==> src/rtl/spi_control_fsm.sv <==
// SPI transaction controller: sequences address capture, then a read (load + MISO drive)
// or write (receive + memory store) of one data byte per chip-select frame.
module spi_control_fsm #(
  parameter int unsigned width      = 8,
  parameter int unsigned countWidth = 4
) (
  input  logic clk,
  input  logic reset,
  input  logic chipSelect,
  input  logic peripheralClkEdge,
  input  logic rwBit,
  output logic addrLatchEnable,
  output logic parallelLoad,
  output logic misoBufEnable,
  output logic dmWriteEnable,
  output logic busy
);

  localparam logic [countWidth-1:0] LastBit = countWidth'(width - 1);

  typedef enum logic [2:0] {
    IDLE,
    GET_ADDR,
    GOT_ADDR,
    READ_LOAD,
    READ_SEND,
    WRITE_RECV,
    WRITE_STORE,
    DONE
  } state_t;

  state_t                state;
  state_t                next_state;
  logic [countWidth-1:0] bit_count;
  logic [countWidth-1:0] next_count;
  logic                  last_strobe;
  logic                  counting;
  logic                  next_ale;
  logic                  next_load;
  logic                  next_miso;
  logic                  next_write;
  logic                  next_busy;

  assign last_strobe = peripheralClkEdge && (bit_count == LastBit);
  assign counting    = (state == GET_ADDR) || (state == READ_SEND) || (state == WRITE_RECV);

  // State, bit counter and output registers
  always_ff @(posedge clk) begin
    if (reset) begin
      state           <= IDLE;
      bit_count       <= '0;
      addrLatchEnable <= 1'b0;
      parallelLoad    <= 1'b0;
      misoBufEnable   <= 1'b0;
      dmWriteEnable   <= 1'b0;
      busy            <= 1'b0;
    end else begin
      state           <= next_state;
      bit_count       <= next_count;
      addrLatchEnable <= next_ale;
      parallelLoad    <= next_load;
      misoBufEnable   <= next_miso;
      dmWriteEnable   <= next_write;
      busy            <= next_busy;
    end
  end

  // Next state; CS high outside IDLE aborts ahead of any final strobe
  always_comb begin
    next_state = state;
    if (state != IDLE && chipSelect) begin
      next_state = IDLE;
    end else begin
      unique case (state)
        IDLE:        if (!chipSelect) next_state = GET_ADDR;
        GET_ADDR:    if (last_strobe) next_state = GOT_ADDR;
        GOT_ADDR:    next_state = rwBit ? READ_LOAD : WRITE_RECV;
        READ_LOAD:   next_state = READ_SEND;
        READ_SEND:   if (last_strobe) next_state = DONE;
        WRITE_RECV:  if (last_strobe) next_state = WRITE_STORE;
        WRITE_STORE: next_state = DONE;
        DONE:        next_state = DONE;
        default:     next_state = IDLE;
      endcase
    end

    next_count = bit_count;
    if (next_state != state) begin
      next_count = '0;
    end else if (peripheralClkEdge && counting) begin
      next_count = bit_count + 1'b1;
    end
  end

  // Outputs decoded from the state being entered, so they line up with that state
  always_comb begin
    next_ale   = 1'b0;
    next_load  = 1'b0;
    next_miso  = 1'b0;
    next_write = 1'b0;
    next_busy  = (next_state != IDLE);
    unique case (next_state)
      GOT_ADDR:    next_ale   = 1'b1;
      READ_LOAD:   next_load  = 1'b1;
      READ_SEND:   next_miso  = 1'b1;
      WRITE_STORE: next_write = 1'b1;
      default:     ;
    endcase
  end

endmodule

==> config.mk <==
export PLATFORM = sky130hd
export DESIGN_NAME = spi_control_fsm
export DESIGN_NICKNAME = d
export VERILOG_FILES = /design/src/rtl/spi_control_fsm.sv
export SDC_FILE = /design/constraint.sdc
export NUM_CORES = 1
export LEC_CHECK = 0
export BUFFER_PORTS_ARGS = -buffer_cell sky130_fd_sc_hd__buf_2
export CAP_MARGIN = 25
export CORE_AREA = 8 8 45 47
export CTS_BUF_LIST = sky130_fd_sc_hd__clkbuf_4 sky130_fd_sc_hd__clkbuf_8
export DETAILED_ROUTE_END_ITERATION = 12
export DIE_AREA = 0 0 53 55
export PLACE_DENSITY = 0.58
export SLEW_MARGIN = 20
export SYNTH_ARGS = -nofsm -noshare
export SYNTH_HDL_FRONTEND = slang
export SYNTH_SLANG_ARGS = --single-unit
==> constraint.sdc <==
create_clock -name clk -period 3 [get_ports clk]
set_clock_uncertainty 0.05 [all_clocks]
set_input_delay 0.6 -clock clk [delete_from_list [all_inputs] [get_ports clk]]
set_output_delay 0.6 -clock clk [all_outputs]
set_load 0.05 [all_outputs]
==> metrics.txt, run 1 <==
Mapped Area 528 µm²; Crit path depth 5; Clock Tree Root clkbuf_4; commonest non-fill, non-tap cell in the layout dfxtp_1; Slew Viols, Final 0; Gates resized, CTS repair 0; status completed; post-synthesis compound-gate area fraction 18.2%; first-pass GRT wire length 1530 µm; Nets 71; predominant post-synthesis flop cell dfxtp_1; postcts setup bufs 0; Hold Path Class flop to flop; Chip Width 53 µm; Tcrit/Tclk final 49.6%; final critical-path required period 1.49 ns; Startpoint Class flop; hold slack 0.516 ns; worst slack at placement 1.35 ns; hold buffer count at cts 0; largest net degree at the start of global routing 14; P&R area growth vs syn 17.3%; post-synthesis mux area share 1.90%; cell depth of the worst hold path 2; CTS tree yes; ANT cells 0; Worst-Skew Late Latency 0.27 ns; syn nets 59; Crit path arrival time 1.61 ns; clock sinks 12; antenna violations before repair 0; placed insts 76; DRC violations left 0; max-cap viol count 0; Worst-path clk slew 0.08 ns; Syn Inst Count 53; final wirelength 1010 µm; number of synthesis warnings 0; Worst VDD drop 351 µV; grt ovf 0; Final Cell Area 619 µm²; largest family of logic cells by synthesized area simple AND/OR/NAND/NOR gates; min-delay src bit_count[1]; worst setup margin 1.51 ns; Setup TNS Final 0 ns; Buffers & Inverters on Critical Path 0; DR WL/cell 12.6 µm; Post-Synth XOR/XNOR Area 4.98%; register bit total from synthesis 12; core footprint 0.00138 mm²; DR vias 406; RSZ-0062 raised after global routing false; H-tree level count 1; CP Class flop to flop; post-synthesis simple-gate area fraction 25.1%; DRT iter0 DRCs 7; Max stage delay on crit path 0.33 ns; R2R depth 5; Post-synth ARST share 0%; Final ANT Viol Nets 0; Synth cell types 25; cts bufs inserted 3; final hold vios 0; worst flop-to-flop path endpoint state[0]; final std cells w/o fill 80; Detailed Place HPWL 741 µm; commonest non-fill, non-tap cells in the layout dfxtp_1 (12), buf_2 (9), nor2b_1 (4), nor3_1 (4); Worst-Margin Slew 0.380 ns; cell family with most CP delay simple AND/OR/NAND/NOR gates; share of cells above drive strength 1 23.4%; Crit. Startpoint bit_count[0]; Max transition margin 74.6%; FF-to-FF Start bit_count[0]; Max Fclk 0.672 GHz; Setup Viol. Count Final 0; Tot GR Track Use 7.41%; WP data required 3.12 ns; routability cong. 0.712; EDFF count, synth 0; CP Capture Type flop; PortBufs 9; adder-cell share of the synthesized area 2.37%; First-pass DRT Iterations 4; flop2flop setup slack 1.51 ns; placed cell areas 583 µm²; vias in the first global route 382; worst-path fanout max 6; vias per cell 5.08; Avg Synthesized Cell Area 9.96 µm²; sequential fraction of the synthesis area 45.5%; initial core utilization 38.2%; crit-path cells ha_1 -> and4b_1 -> nor3b_1 -> a21oi_1 -> o221a_2; Pleak 0.277 nW; crit path to state[0]; PD cells 497 mW/mm²; Rows 14; die area 0.00292 mm²; CTS Buffer Depth 2; slowest CP cell dfxtp_1; Ports 10; Die Y 55 µm
per-layer routing:
metal	GRT usage [%]	part of all wire [%]	wire, µm	vias to the layer above
met5	0	0	0	-
met4	1.29	0	0	0
met3	5.88	8.7	88	0
met2	12.9	50	503	10
met1	6.76	41	416	181
li1	-	-	-	215
how the worst min path moves through the flow:
stage	endpoint	slack, ns
2_1_floorplan	bit_count[1]	0.47
3_3_place_gp	bit_count[1]	0.51
3_5_place_dp	bit_count[3]	0.51
4_1_cts	bit_count[3]	0.53
5_1_grt	busy	0.54
6_report	bit_count[1]	0.52
power by group:
group | internal [mW] | switching (mW) | leakage, nW | total (mW)
Clock | 0.0738 | 0.0516 | 0.0210 | 0.125
Sequential | 0.161 | 0.00211 | 0.0972 | 0.163
Combinational | 0.00798 | 0.0111 | 0.159 | 0.0191
Total | 0.243 | 0.0648 | 0.277 | 0.308
layout make-up:
cell class | instances | area, µm²
Multi-Input combinational cell | 39 | 278
Fill cell | 140 | 764
Clock buffer | 4 | 36.3
Sequential cell | 12 | 240
Timing Repair Buffer | 9 | 45.0
Tap cell | 16 | 20.0
cells by family (layout without fill, tap and decap cells):
| logic type | after synthesis | in the layout |
|---|---|---|
| compound gates | 12 | 12 |
| xor+xnor | 3 | 3 |
| fa+ha+maj | 1 | 1 |
| buf+inv | 2 | 13 |
| flops | 12 | 12 |
| mux | 1 | 1 |
| simple gates | 22 | 22 |
Yosys cell counts, drive strengths merged, types with 2 or more instances:
cell / number / area share [%]
buf: 2 / 1.9
nor3: 4 / 3.8
nor2: 3 / 2.1
xor2: 3 / 5.0
and4b: 3 / 5.7
o21a: 2 / 2.8
nand2: 2 / 1.4
nor2b: 4 / 4.7
nand3: 2 / 1.9
dfxtp: 12 / 45
o21ai: 2 / 1.9
tightest hold or removal path: stages, from the launching register on:
cell,delay [ns]
dfxtp_1,0.32
mux2i_1,0.14
nor3_1,0.06
stage by stage:
| step | util [%] | power, mW |
|---|---|---|
| after floorplan | - | 0.179 |
| after global placement | 42.1 | 0.186 |
| after detailed placement | 42.1 | 0.186 |
| after CTS | 44.8 | 0.312 |
| after global routing | 44.8 | 0.325 |
| final | 44.8 | 0.308 |
state kept, by name, summed over array words and instances, names as in the netlist:
register         count
busy                 1
addrLatchEnable      1
misoBufEnable        1
state                3
parallelLoad         1
dmWriteEnable        1
bit_count            4
(Power assumes the default switching activity.)
==> run 2: changes to the inputs <==
==> constraint.sdc (replaced) <==
create_clock -name clk -period 1.5 [get_ports clk]
set_clock_uncertainty 0.05 [all_clocks]
set_input_delay 0.3 -clock clk [delete_from_list [all_inputs] [get_ports clk]]
set_output_delay 0.3 -clock clk [all_outputs]
set_load 0.05 [all_outputs]
==> run 2 against run 1 <==
Compared with the run above:
- flip-flop and latch count did not move
- critical path depth did not move
- sequential power increased by 100%
- register-to-register slack worse by 1.4 ns
- non-clock buffer count up 1
- first-iteration DRC count is 29% higher
- critical path type unchanged
- largest power group unchanged
- worst hold slack worse by 0.29 ns
- fmax grew 4.6%
- die area unchanged
==> metrics.txt, run 2 (same netlist as run 1, synthesis figures left out) <==
PD cells 969 mW/mm²; grt ovf 0; Tcrit/Tclk final 94.8%; slowest CP cell dfxtp_1; final wirelength 933 µm; Chip Width 53 µm; Die Y 55 µm; Slew Viols, Final 0; Startpoint Class flop; Clock Tree Root clkbuf_4; Max stage delay on crit path 0.33 ns; Nets 72; die area 0.00292 mm²; postcts setup bufs 0; Crit path arrival time 1.56 ns; Worst-path clk slew 0.07 ns; final hold vios 0; share of cells above drive strength 1 26.2%; WP data required 1.64 ns; max-cap viol count 0; worst slack at placement 0.0581 ns; Worst-Margin Slew 0.354 ns; DR WL/cell 11.5 µm; Worst-Skew Late Latency 0.27 ns; biggest regs bit_count (4), state (3); clock sinks 12; commonest non-fill, non-tap cells in the layout dfxtp_1 (12), buf_2 (9), nor2b_1 (4), nor3_1 (4); CTS Buffer Depth 2; Tot GR Track Use 7.24%; antenna violations before repair 0; Largest Register bit_count; cts bufs inserted 3; P&R area growth vs syn 19.7%; Setup TNS Final 0 ns; core footprint 0.00138 mm²; RSZ-0062 raised after global routing false; Worst VDD drop 647 µV; vias per cell 5.04; Pleak 0.286 nW; largest net degree at the start of global routing 14; DR vias 408; routability cong. 0.657; First-pass DRT Iterations 3; final critical-path required period 1.42 ns; vias in the first global route 374; Max transition margin 76.3%; DRC violations left 0; PortBufs 9; CP Capture Type flop; CP Class flop to flop; CTS tree yes; max reg flops 4; commonest non-fill, non-tap cell in the layout dfxtp_1; Ports 10; Detailed Place HPWL 734 µm; worst setup margin 0.0776 ns; status completed; Setup Viol. Count Final 0; DRT iter0 DRCs 9; initial core utilization 38.2%; worst-path fanout max 4; crit-path cells ha_1 -> and4b_1 -> nand2b_1 -> a21o_1 -> nor3_1; Rows 14; H-tree level count 1; Hold Path Class input pin to flop; Final ANT Viol Nets 0; first-pass GRT wire length 1510 µm; ANT cells 0; Max Fclk 0.703 GHz
## run 2: changes by cell type in the layout (fill, tap and decap cells not counted)
cell and change:
nor3b_1 -1, buf_4 +1, nor3b_2 +1
## run 2: per-stage QoR
step           utilization, %  hold slack [ns]  power (mW)  std cells  cell area, µm²
5_1_grt                  45.7            0.244       0.653         81             632
3_3_place_gp             42.7            0.504       0.372         77             591
6_report                 45.7            0.226       0.612         81             632
3_5_place_dp             42.7            0.509       0.372         77             591
4_1_cts                  45.3            0.226       0.626         81             627
2_1_floorplan               -            0.370       0.358         53             528
## run 2: layout make-up
type,count,area (µm²)
fill,142,752
tap,16,20.0
clock buffer,4,36.3
timing repair buffer,10,52.6
sequential,12,240
multi-input combinational,39,283
## run 2: repair_timing
action                                  4_1_cts  5_1_grt
hold buffers                                  0        0
endpoints found under the setup margin        0        1
hold endpoints to repair                      0        0
resized for setup                             0        1
## run 2: worst paths after layout
path                                endpoint         start  slack (ns)  depth (start not counted)
worst max-delay path            bit_count[2]  bit_count[0]        0.08                          5
worst min-delay path                    busy         reset        0.23                          2
worst max register to register  bit_count[2]  bit_count[0]        0.08                          5
worst min register to register  bit_count[1]  bit_count[1]        0.52                          2
## run 2: where the power goes
group | leakage, nW | internal (mW) | total (mW) | switching, mW
Combinational | 0.168 | 0.0159 | 0.0375 | 0.0215
Sequential | 0.0972 | 0.322 | 0.326 | 0.00420
Clock | 0.0210 | 0.147 | 0.249 | 0.101
## run 2: routing by layer
layer | GRT usage (%) | vias up | share of wire, %
met2 | 12.9 | 9 | 50
met4 | 1.29 | 0 | 0
li1 | - | 217 | -
met5 | 0 | - | 0
met1 | 6.44 | 182 | 40
met3 | 5.61 | 0 | 11
## run 2: critical path, delay by kind of cell (launching register included)
kind	cells	cell delay [ns]
AOI/OAI and AO/OA	1	0.19
adders and majority gates	1	0.21
DFF	1	0.33
and+or+nand+nor	3	0.57
==> run 3: changes to the inputs <==
--- a/config.mk
+++ b/config.mk
@@ -5,13 +5,14 @@
 export SDC_FILE = /design/constraint.sdc
 export NUM_CORES = 1
 export LEC_CHECK = 0
+export ABC_AREA = 1
 export BUFFER_PORTS_ARGS = -buffer_cell sky130_fd_sc_hd__buf_2
 export CAP_MARGIN = 25
 export CORE_AREA = 8 8 45 47
 export CTS_BUF_LIST = sky130_fd_sc_hd__clkbuf_4 sky130_fd_sc_hd__clkbuf_8
 export DETAILED_ROUTE_END_ITERATION = 12
 export DIE_AREA = 0 0 53 55
-export PLACE_DENSITY = 0.58
+export PLACE_DENSITY = 0.63
 export SLEW_MARGIN = 20
 export SYNTH_ARGS = -nofsm -noshare
 export SYNTH_HDL_FRONTEND = slang
==> run 3 against run 2 <==
Compared with the run above:
- worst setup slack gained 0.059 ns
- first-iteration DRC count shrank 44%
- fmax grew 4.3%
- largest power group unchanged
- synthesized cell count grew 49%
- largest cell class unchanged
- critical path depth grew 7
- combinational power grew 60%
- via count grew 25%
==> metrics.txt, run 3 <==
status completed; Crit. Startpoint bit_count[1]; Rows 14; cts bufs inserted 3; Final Power 633 µW; Reg area 243 µm²; Final Cell Area 751 µm²; clock sinks 12; share of cells above drive strength 1 41.2%; leading cell type by number of instances after synthesis nand2_1; routability cong. 0.820; area share of the largest cell type after synthesis 41.1%; Max Fclk 0.733 GHz; fin util 54.2%; final wirelength 1110 µm; flop2flop setup slack 0.14 ns; hold slack 0.206 ns; Die Y 55 µm; DR vias 509; worst-path fanout max 4; Max transition margin 83.6%; Detailed Place HPWL 907 µm; vias per cell 4.50; met2 usage 16.2%; number of fill cells in the layout 136; Startpoint Class flop; Largest Register bit_count; final critical-path required period 1.36 ns; Hold Path Class input pin to flop; Worst-path clk slew 0.07 ns; antenna violations before repair 0; GR Layer Usage met3 4.01%; CTS Buffer Depth 2; FF-to-FF Start bit_count[1]; Mapped Area 584 µm²; met1 Usage GRT 8.90%; PortBufs 9; Chip Width 53 µm; largest net degree at the start of global routing 8; Crit path arrival time 1.52 ns; Post-synth top cells nand2_1 (19), dfxtp_1 (12), nor2_1 (12); Nets 104; max reg flops 4; Synth cell types 19; final hold vios 0; initial core utilization 42.2%; Multi-input gate area 328 µm²; Ports 10; core footprint 0.00138 mm²; commonest non-fill, non-tap cell in the layout nand2_1; Avg Synthesized Cell Area 7.40 µm²; max-cap viol count 0; WP data required 1.66 ns; CP Capture Type flop; CTS tree yes; syn nets 85; DRT iter0 DRCs 5; die area 0.00292 mm²; Setup Viol. Count Final 0; Pleak 0.363 nW; predominant post-synthesis flop cell dfxtp_1; First-pass DRT Iterations 4; commonest non-fill, non-tap cells in the layout nand2_1 (16), nor2_1 (10), dfxtp_1 (10), buf_2 (9); Tcrit/Tclk final 90.9%; grt ovf 0; Syn Inst Count 79; Tot GR Track Use 9.21%; hold buffer count at cts 0; sequential fraction of the synthesis area 41.1%; Clock Tree Root clkbuf_4; Synth area leader dfxtp_1; H-tree level count 1; number of synthesis warnings 0; Slew Viols, Final 0; Setup TNS Final 0 ns; largest cells by area after synthesis dfxtp_1 (41%), nand2_1 (12%), nor2_1 (7.7%); P&R area growth vs syn 28.5%; Post-synth ARST share 0%; DRC violations left 0; Worst VDD drop 626 µV; PD cells 843 mW/mm²; GR peak layer met2; EDFF count, synth 0; DR WL/cell 9.84 µm; register bit total from synthesis 12; Worst-Skew Late Latency 0.27 ns; RSZ-0062 raised after global routing true; biggest regs bit_count (4), state (3); vias in the first global route 489; min-delay src chipSelect; placed cell areas 672 µm²; ANT cells 0; Worst-Margin Slew 0.245 ns; CP Class flop to flop; first-pass GRT wire length 1980 µm; Final ANT Viol Nets 0
[run 3: changes by cell type after synthesis, moves of 3 or more]
cell     change
and4b_1      -3
nor3_1       -4
nor2_1       +9
nand2_1     +17
nor2b_1      -4
nand2_2      +4
inv_1        +8
[run 3: what timing repair did]
action                                  4_1_cts  5_1_grt
endpoints found under the hold margin         0        0
endpoints found under the setup margin        0        8
buffers inserted                              0        2
gates resized for setup                       0       10
[run 3: logic make-up after synthesis]
kind of cell               Yosys count  synth area share (%)
and+or+nand+nor                     48                  40.7
DFF                                 12                  41.1
buffers and inverters               11                  7.07
AOI/OAI and AO/OA                    3                  2.57
xor gates and xnor gates             3                  4.50
muxes                                1                  1.93
adders and majority gates            1                  2.14
[run 3: layer usage]
metal	up-vias	wire, µm
li1	278	-
met1	223	458
met2	6	582
met3	2	59
met4	0	11
met5	-	0
[run 3: final timing paths]
check                                    end  cells past startpoint
worst min register to register  bit_count[3]                      2
worst min-delay path                    busy                      2
worst max register to register  bit_count[0]                     12
worst max-delay path            bit_count[0]                     12
[run 3: final cells by class]
class / count / share of cell area [%]
Clock buffer: 4 / 4.83
Timing Repair Buffer: 14 / 11.0
Sequential cell: 12 / 32.3
Inverter: 11 / 5.50
Tap cell: 16 / 2.67
Multi-Input combinational cell: 56 / 43.7
[run 3: through the flow]
step | std cells | setup WS, ns
after global routing | 113 | -0.0165
after global placement | 107 | 0.103
after floorplan | 79 | 0.159
final | 113 | 0.136
after CTS | 111 | 0.0587
after detailed placement | 107 | 0.0806
[run 3: where the power goes]
part	internal, mW	total (mW)	switching, mW
combinational	0.0223	0.0600	0.0377
sequential	0.322	0.326	0.00331
clock	0.147	0.247	0.0999
[run 3: critical path, cell delays in order (launching register included)]
cell and delay, ns:
dfxtp_2 0.34, ha_4 0.16, nand2_2 0.05, inv_2 0.03
nand2_2 0.07, nand2_1 0.06, nand2_1 0.08, nand3_2 0.09
nand2_2 0.09, nand2_1 0.05, nand2_1 0.07, nand2_2 0.07
nor2_2 0.10
